## config.mk

```make
export PLATFORM = sky130hd
export DESIGN_NAME = tdc_readout_arbiter
export DESIGN_NICKNAME = d
export VERILOG_FILES = /design/src/rtl/tdc_readout_arbiter.sv
export SDC_FILE = /design/constraint.sdc
export NUM_CORES = 1
export LEC_CHECK = 0
export CAP_MARGIN = 30
export CELL_PAD_IN_SITES_DETAIL_PLACEMENT = 0
export CELL_PAD_IN_SITES_GLOBAL_PLACEMENT = 2
export CORE_UTILIZATION = 38
export DETAILED_ROUTE_END_ITERATION = 12
export HOLD_SLACK_MARGIN = 0.05
export PLACE_DENSITY_LB_ADDON = 0.1
export SYNTH_ARGS = -nofsm -noshare
export SYNTH_HDL_FRONTEND = slang
export SYNTH_SLANG_ARGS = --single-unit
export TNS_END_PERCENT = 1
```

## constraint.sdc

```tcl
create_clock -name clk300 -period 4.7 [get_ports clk300]
set_input_delay 1.41 -clock clk300 [delete_from_list [all_inputs] [get_ports clk300]]
set_output_delay 1.41 -clock clk300 [all_outputs]
set_load 0.01 [all_outputs]
```

## src/rtl/tdc_readout_arbiter.sv

```systemverilog
// TDC readout arbiter: round-robin grant over NCH channels,
// tags each captured word with channel id and bc_time into a FWFT FIFO.
module tdc_readout_arbiter #(
  parameter int NCH        = 8,
  parameter int DW         = 12,
  parameter int BCW        = 7,
  parameter int FIFO_DEPTH = 8,
  localparam int CW = $clog2(NCH),
  localparam int OW = CW + BCW + DW,
  localparam int AW = $clog2(FIFO_DEPTH),
  localparam int LW = AW + 1
) (
  input  logic              clk300,
  input  logic              reset,
  input  logic              enable,
  input  logic [NCH-1:0]    ch_rdy,
  input  logic [NCH*DW-1:0] ch_data,
  input  logic [BCW-1:0]    bc_time,
  output logic [NCH-1:0]    ch_ack,
  output logic              out_valid,
  input  logic              out_ready,
  output logic [OW-1:0]     out_data,
  output logic [LW-1:0]     fifo_level,
  output logic [7:0]        ovf_count,
  output logic              busy
);

  typedef enum logic [1:0] {
    S_IDLE,
    S_ACK,
    S_WAIT
  } state_t;

  state_t          state_q, state_d;
  logic [CW-1:0]   grant_q, grant_d;
  logic [CW-1:0]   rr_ptr;
  logic [CW-1:0]   pick_idx;
  logic            start;
  logic            full;
  logic            stall;
  logic            push;
  logic            pop;
  logic [DW-1:0]   sel_data;
  logic [OW-1:0]   push_word;

  logic [OW-1:0]   mem [FIFO_DEPTH];
  logic [AW-1:0]   wr_ptr;
  logic [AW-1:0]   rd_ptr;

  // First requester strictly after rr_ptr, wrapping modulo NCH
  always_comb begin
    logic found;
    int   idx;
    found    = 1'b0;
    idx      = 0;
    pick_idx = '0;
    for (int i = 1; i <= NCH; i++) begin
      idx = (int'(rr_ptr) + i) % NCH;
      if (!found && ch_rdy[CW'(idx)]) begin
        found    = 1'b1;
        pick_idx = CW'(idx);
      end
    end
  end

  always_comb begin
    sel_data = '0;
    for (int k = 0; k < NCH; k++) begin
      if (grant_q == CW'(k)) sel_data = ch_data[k*DW +: DW];
    end
  end

  assign full      = (fifo_level == LW'(FIFO_DEPTH));
  assign out_valid = (fifo_level != '0);
  assign push      = (state_q == S_ACK);
  assign pop       = out_valid & out_ready;
  assign push_word = {grant_q, bc_time, sel_data};
  assign busy      = (state_q != S_IDLE);
  assign stall     = (state_q == S_IDLE) & enable
                   & (|ch_rdy) & full;
  assign out_data  = out_valid ? mem[rd_ptr] : '0;

  always_comb begin
    state_d = state_q;
    grant_d = grant_q;
    start   = 1'b0;
    unique case (state_q)
      S_IDLE: begin
        if (enable && (|ch_rdy) && !full) begin
          state_d = S_ACK;
          grant_d = pick_idx;
          start   = 1'b1;
        end
      end
      S_ACK:  state_d = S_WAIT;
      S_WAIT: begin
        if (!ch_rdy[grant_q]) state_d = S_IDLE;
      end
      default: state_d = S_IDLE;
    endcase
  end

  always_ff @(posedge clk300 or negedge reset) begin
    if (!reset) begin
      state_q   <= S_IDLE;
      grant_q   <= '0;
      rr_ptr    <= CW'(NCH - 1);
      ch_ack    <= '0;
      ovf_count <= '0;
    end else begin
      state_q <= state_d;
      grant_q <= grant_d;
      ch_ack  <= start ? (NCH'(1) << pick_idx) : '0;
      if (state_q == S_ACK) rr_ptr <= grant_q;
      if (stall && (ovf_count != 8'hFF)) begin
        ovf_count <= ovf_count + 8'd1;
      end
    end
  end

  // Storage array needs no reset; out_data is masked while empty
  always_ff @(posedge clk300) begin
    if (push) mem[wr_ptr] <= push_word;
  end

  always_ff @(posedge clk300 or negedge reset) begin
    if (!reset) begin
      wr_ptr     <= '0;
      rd_ptr     <= '0;
      fifo_level <= '0;
    end else begin
      if (push) wr_ptr <= wr_ptr + AW'(1);
      if (pop)  rd_ptr <= rd_ptr + AW'(1);
      if (push && !pop) begin
        fifo_level <= fifo_level + LW'(1);
      end else if (pop && !push) begin
        fifo_level <= fifo_level - LW'(1);
      end
    end
  end

endmodule

```

# == After elaboration in Yosys (flattened, before gate mapping) ==
# Memories as Yosys holds them, arrays and structs flattened.
# Cells that the tools add are included.
# totals
reg_bits,34
ramBits,176
inputBits,115
out_inout_bits,44
wordCells,139
mem_count,1
# classes
add_sub_neg,13
order_cmp,9
eq_ne,13
n_shift,1
mux,60
bitwise,4
reduce_logical,30
# mem_list
name,words,word_bits,read_ports,rd_ports_with_merged_regs,write_ports,line_no,source
mem,8,22,1,0,1,46,logic [OW-1:0] mem [FIFO_DEPTH];
# op_table
cell,count
$mux 12,8
$lt 3x5->1 const B,8
$mux 1,28
$bmux 1 s3,9
$mux 3,8
$mux 22,1
$add 3x1->3 const B,4
$add 3x3->3 const B,4
$eq 3x3->1 const B,4
$logic_and 1x1->1,12
$logic_not 1->1,10
$add 8x1->8 const B,1
$mux 4,2
$mux 8,1
$ne 8x8->1 const B,1
$reduce_or 8->1,1
$shl 1x3->8 const A,1
$add 3x2->3 const B,2
$eq 3x2->1 const B,2
$pmux 2 s3,1
$add 4x1->4 const B,1
$and 1x1->1,4
$eq 4x4->1 const B,1
$lt 3x4->1 const B,1
12 further kinds,15

# == Longest topological paths before layout ==
# depth
ltp_word,28
depth_mapped,13
depth_no_buf,11

# == Worst setup path after synthesis ==
# OpenSTA, ideal clock, no wires.
# synth_path
path_type,flip-flop to output port
startpoint,register rd_ptr[0]
endpoint,output out_data[10]
arrival_time_ns,2.038
required_time_ns,3.290
slack_ns,1.252
path_stages_with_launch,6
cell_sequence,dfrtp_1 > clkbuf_1 > clkbuf_1 > mux4_2 > mux2i_1 > nor2_1
# synth_between
elab_chain_cells,2
# synth_rtl
element,line_no,source
"start, declared",48,logic [AW-1:0] rd_ptr;
"start signal, assigned",133,if (pop) rd_ptr <= rd_ptr + AW'(1);
$mem_v2 8x22,--,
$mux 22,81,assign out_data = out_valid ? mem[rd_ptr] : '0;
"end, declared",22,"output logic [OW-1:0] out_data,"
# Every way passes these cells.

# == Worst setup path after layout ==
# layout_path
startpoint,register rd_ptr[0]
endpoint,output out_data[0]
# Same word-level chain as after synthesis.

==> metrics list <==
* Clock transition at path regs: 0.06 ns
* Path class of the lowest-slack min-delay path: reg2reg
* PwrDens: 638 mW/mm^2
* Count of flip-flops with a built-in enable after synthesis: 176
- Final worst path period need: 4.23 ns
* Routed metal-1 wirelength: 10.9 mm
* Combined area of the multi-input logic cells: 0.00377 sq mm
- TritonCTS built the clock tree.
* Max Transition Viols Final: 0
- Setup slack on the worst reg-to-reg path comes out at 1.09 ns.
* Number of antenna violations at the first check in global routing: 0
- CTS sink cnt: 210
- The detailed router used layers up to and including met4.
* Maximum number of pins on one net before global-route repair: 47
* First-pass GRT wire length: 38.7 mm
- Final setup violating endpoints: 0
* Horizontal extent of the die: 166 um
* Clock latency at the later pin of the worst-skew pair: 0.50 ns
- By startpoint and endpoint, the worst setup path is classified as reg2out.
- Slew at the pin closest to its max-slew limit: 0.861 ns
* IR Drop Worst-Case VDD: 0.285 mV
* Cell at the root of the clock tree: clkbuf_16
- In this run the most critical hold path is launched from ovf_count[6]$_DFFE_PN0P_.
- Relative to the synthesized area, the layout overhead comes to 25.6%.
* Reg-to-reg endpoint: ch_ack[0]$_DFF_PN0_
- Layout fillers: 2,255
- Summing the sequential cell areas from Yosys gives 60.2% of the chip area.
- Dominant synthesized flop cell: edfxtp_1
- Counting instances, the worst hold path has a depth of 1.
- Summed over all nets, wire length on met2 after detailed routing comes to 12.0 mm.
- On the final layout, the worst clock skew is 0.00909 ns.
* Combined area of all synthesized cells: 0.0102 sq mm
- Wire segments on met3 add up to 1.58 mm in the final route.
- Counting along the longest clock path gives a buffer depth of 3.
- Final-layout setup total negative slack: 0 ns
- Max-capacitance violation count: 0
- Drt first pass iters: 8
- For the worst setup path, the data required time is 3.29 ns.
* Total wire length after detailed routing: 24.8 mm
- At the end of routability-driven placement, the weighted congestion stood at 0.779.
- CTS built an H-tree with a depth of 1.
* Leakage dissipation: 4.46 nW
* Number of storage elements in the synthesis netlist: 210
* Vias post-DR: 6,369
* Cell area reported after detailed placement: 0.0122 sq mm
- Total global routing overflow: 0
* Number of global-route vias before repair: 6,624
- In the final layout, flip-flops and latches occupy 0.00614 sq mm.
* Vert. Die Dim: 166 um
* Final hold violation count: 0
- Of all nets on the critical path, the largest fanout is 14.
- edfxtp_1 takes more of the synthesized area than any other cell.
* Area share of the leading cell type in the synthesized netlist: 51.8%
- When the netlist entered floorplanning its net count stood at 814.
* Num ports: 159
- Number of gates given a new drive strength after cts: 0
* Count of routing violations after the opening detailed-route iteration: 460
* Buffers inserted during post-CTS setup optimization: 0
- Ranked by total cell area, the synthesized netlist is headed by edfxtp_1, mux4_2, dfrtp_1.
- Setup repair after global routing left no endpoint under its margin.
- Total routing resource utilization after global routing: 18.3%
* CP endpoint kind: output pin
- For this run, the post-layout net count is 966.
- R2R depth: 9
- Die area: 0.0275 sq mm
* Share of final-layout standard cells stronger than drive strength 1: 17.2%
- In this run the core area contains 59 standard-cell rows.
- Hold Path Sink: ovf_count[6]$_DFFE_PN0P_
- Number of CTS-inserted buffers: 21
* Via-to-Cell Ratio: 5.36
- Commonest cells in the synthesized netlist: edfxtp_1, nand2_1, nor2_1, mux4_2, mux2i_1
- The number of placed instances, taps included, is 1,154.
* Detailed placer's ending HPWL: 16.8 mm
* Launching element type of the critical path: flip-flop
* Final instance area: 0.0128 sq mm
* Number of non-filler instances in the completed layout: 1,189
* Number of buffer cells added on primary ports: 158
- Failing checks: DRC
* Critical R2R Launch: rr_ptr[0]$_DFFE_PN1P_
- CTS Hold Buffers Added: 0
- Library cell with the highest instance count after synthesis: edfxtp_1
* Post-Synthesis Mean Instance Area: 14.8 sq um
- For this run, the number of Yosys warnings is 0.
* Period Utilization, post-route: 89.9%
- Synthesis handed over a netlist of 690 instances.
- Share of async-settable or async-resettable flops after synthesis: 16.2%
* Run status: finished with violations
- The netlist uses 68 different library cells.
- For the worst setup path, the data arrival time is 2.82 ns.
- Number of antenna-violating nets in the routed design: 0
- The number of antenna diodes in the final layout is 0.
- Highest Clock Rate: 237 MHz
* Initial Utilization: 38.9%
* Worst slack on hold paths: 0.504 ns
- Worst slew margin: 42.4%
- WL/cell: 20.8 um
- Area of the placeable core: 0.0262 sq mm
* Number of design rule violations left after detail routing: 6
* Final Core Density: 48.9%
==> power breakdown <==
part	internal (mW)	switching, mW
Combinational	1.80	2.04
Clock	0.918	0.657
Sequential	2.53	0.221
Total	5.25	2.92
==> worst max-delay path: stages, from the launching register on <==
cell and delay [ns]:
dfrtp_2 0.69, buf_12 0.23, mux4_2 0.51, mux2i_1 0.31, nor2_1 0.08, clkdlybuf4s50_1 0.48
==> cell families after synthesis <==
group	Yosys count	synth area share, %
flip-flops	210	60.2
AND/OR/NAND/NOR	183	8.45
multiplexers	111	17.8
AO/OA/AOI/OAI	98	7.34
buffers and inverters	61	3.36
XOR/XNOR	18	1.62
adder cells (fa/ha/maj)	9	1.18
==> flip-flops by register name (all words and copies together), names as in the netlist <==
| name | cells |
|---|---|
| ovf_count | 8 |
| ch_ack | 8 |
| fifo_level | 4 |
| state_q | 2 |
| rd_ptr | 3 |
| mem | 176 |
| wr_ptr | 3 |
| rr_ptr | 3 |
| grant_q | 3 |
==> stage by stage <==
stage	setup slack, ns	total power, mW
6_report	0.474	8.16
5_1_grt	0.336	8.65
4_1_cts	0.406	8.27
3_5_place_dp	0.424	6.68
3_3_place_gp	0.601	6.61
2_1_floorplan	1.25	5.31
==> how the worst max path moves through the flow <==
stage                          startpoint                   to  slack [ns]  cells past startpoint
floorplan           rd_ptr[0]$_DFFE_PN0P_         out_data[10]        1.25                      5
global placement                ch_rdy[0]  ch_ack[0]$_DFF_PN0_        0.60                      8
detailed placement              ch_rdy[0]  ch_ack[0]$_DFF_PN0_        0.42                      8
CTS                 rd_ptr[0]$_DFFE_PN0P_          out_data[0]        0.41                      5
global route        rd_ptr[0]$_DFFE_PN0P_          out_data[5]        0.34                      5
finish              rd_ptr[0]$_DFFE_PN0P_          out_data[0]        0.47                      5
==> metal layers <==
metal / vias to the layer above / global-route usage, %
li1: 2987 / -
met3: 25 / 3.67
met2: 201 / 30.7
met4: 0 / 3.94
met5: - / 0
met1: 3156 / 24.6
==> layout by cell type, fill, tap and decap left out, types with 4 or more instances in the layout <==
| cell | count |
|---|---|
| a21oi_1 | 12 |
| nor2_1 | 57 |
| o221ai_1 | 12 |
| nand2b_1 | 8 |
| nor3_1 | 6 |
| nor3_2 | 4 |
| a31oi_1 | 5 |
| xnor2_1 | 13 |
| nand2_1 | 62 |
| edfxtp_1 | 176 |
| nor4_1 | 4 |
| nand3_1 | 8 |
| buf_4 | 16 |
| o21ai_0 | 24 |
| ha_1 | 8 |
| clkdlybuf4s50_1 | 158 |
| nor2b_1 | 6 |
| clkinv_1 | 8 |
| mux2i_1 | 44 |
| mux4_2 | 54 |
| dfrtp_1 | 29 |
| mux2_2 | 12 |
| clkbuf_16 | 21 |
| inv_1 | 11 |
| o22ai_1 | 7 |
| clkinv_2 | 4 |
| xor2_1 | 4 |
| a22o_1 | 12 |
==> layout make-up <==
cell class              count  area share, %
repair buffers            178           14.0
clock inverters            14          0.899
multi-input cells         419           29.4
inverters                  12          0.352
clock buffers              21           4.10
well taps                 335           3.27
flip-flops and latches    210           48.0
No activity file was read; power rests on OpenSTA's default activity.
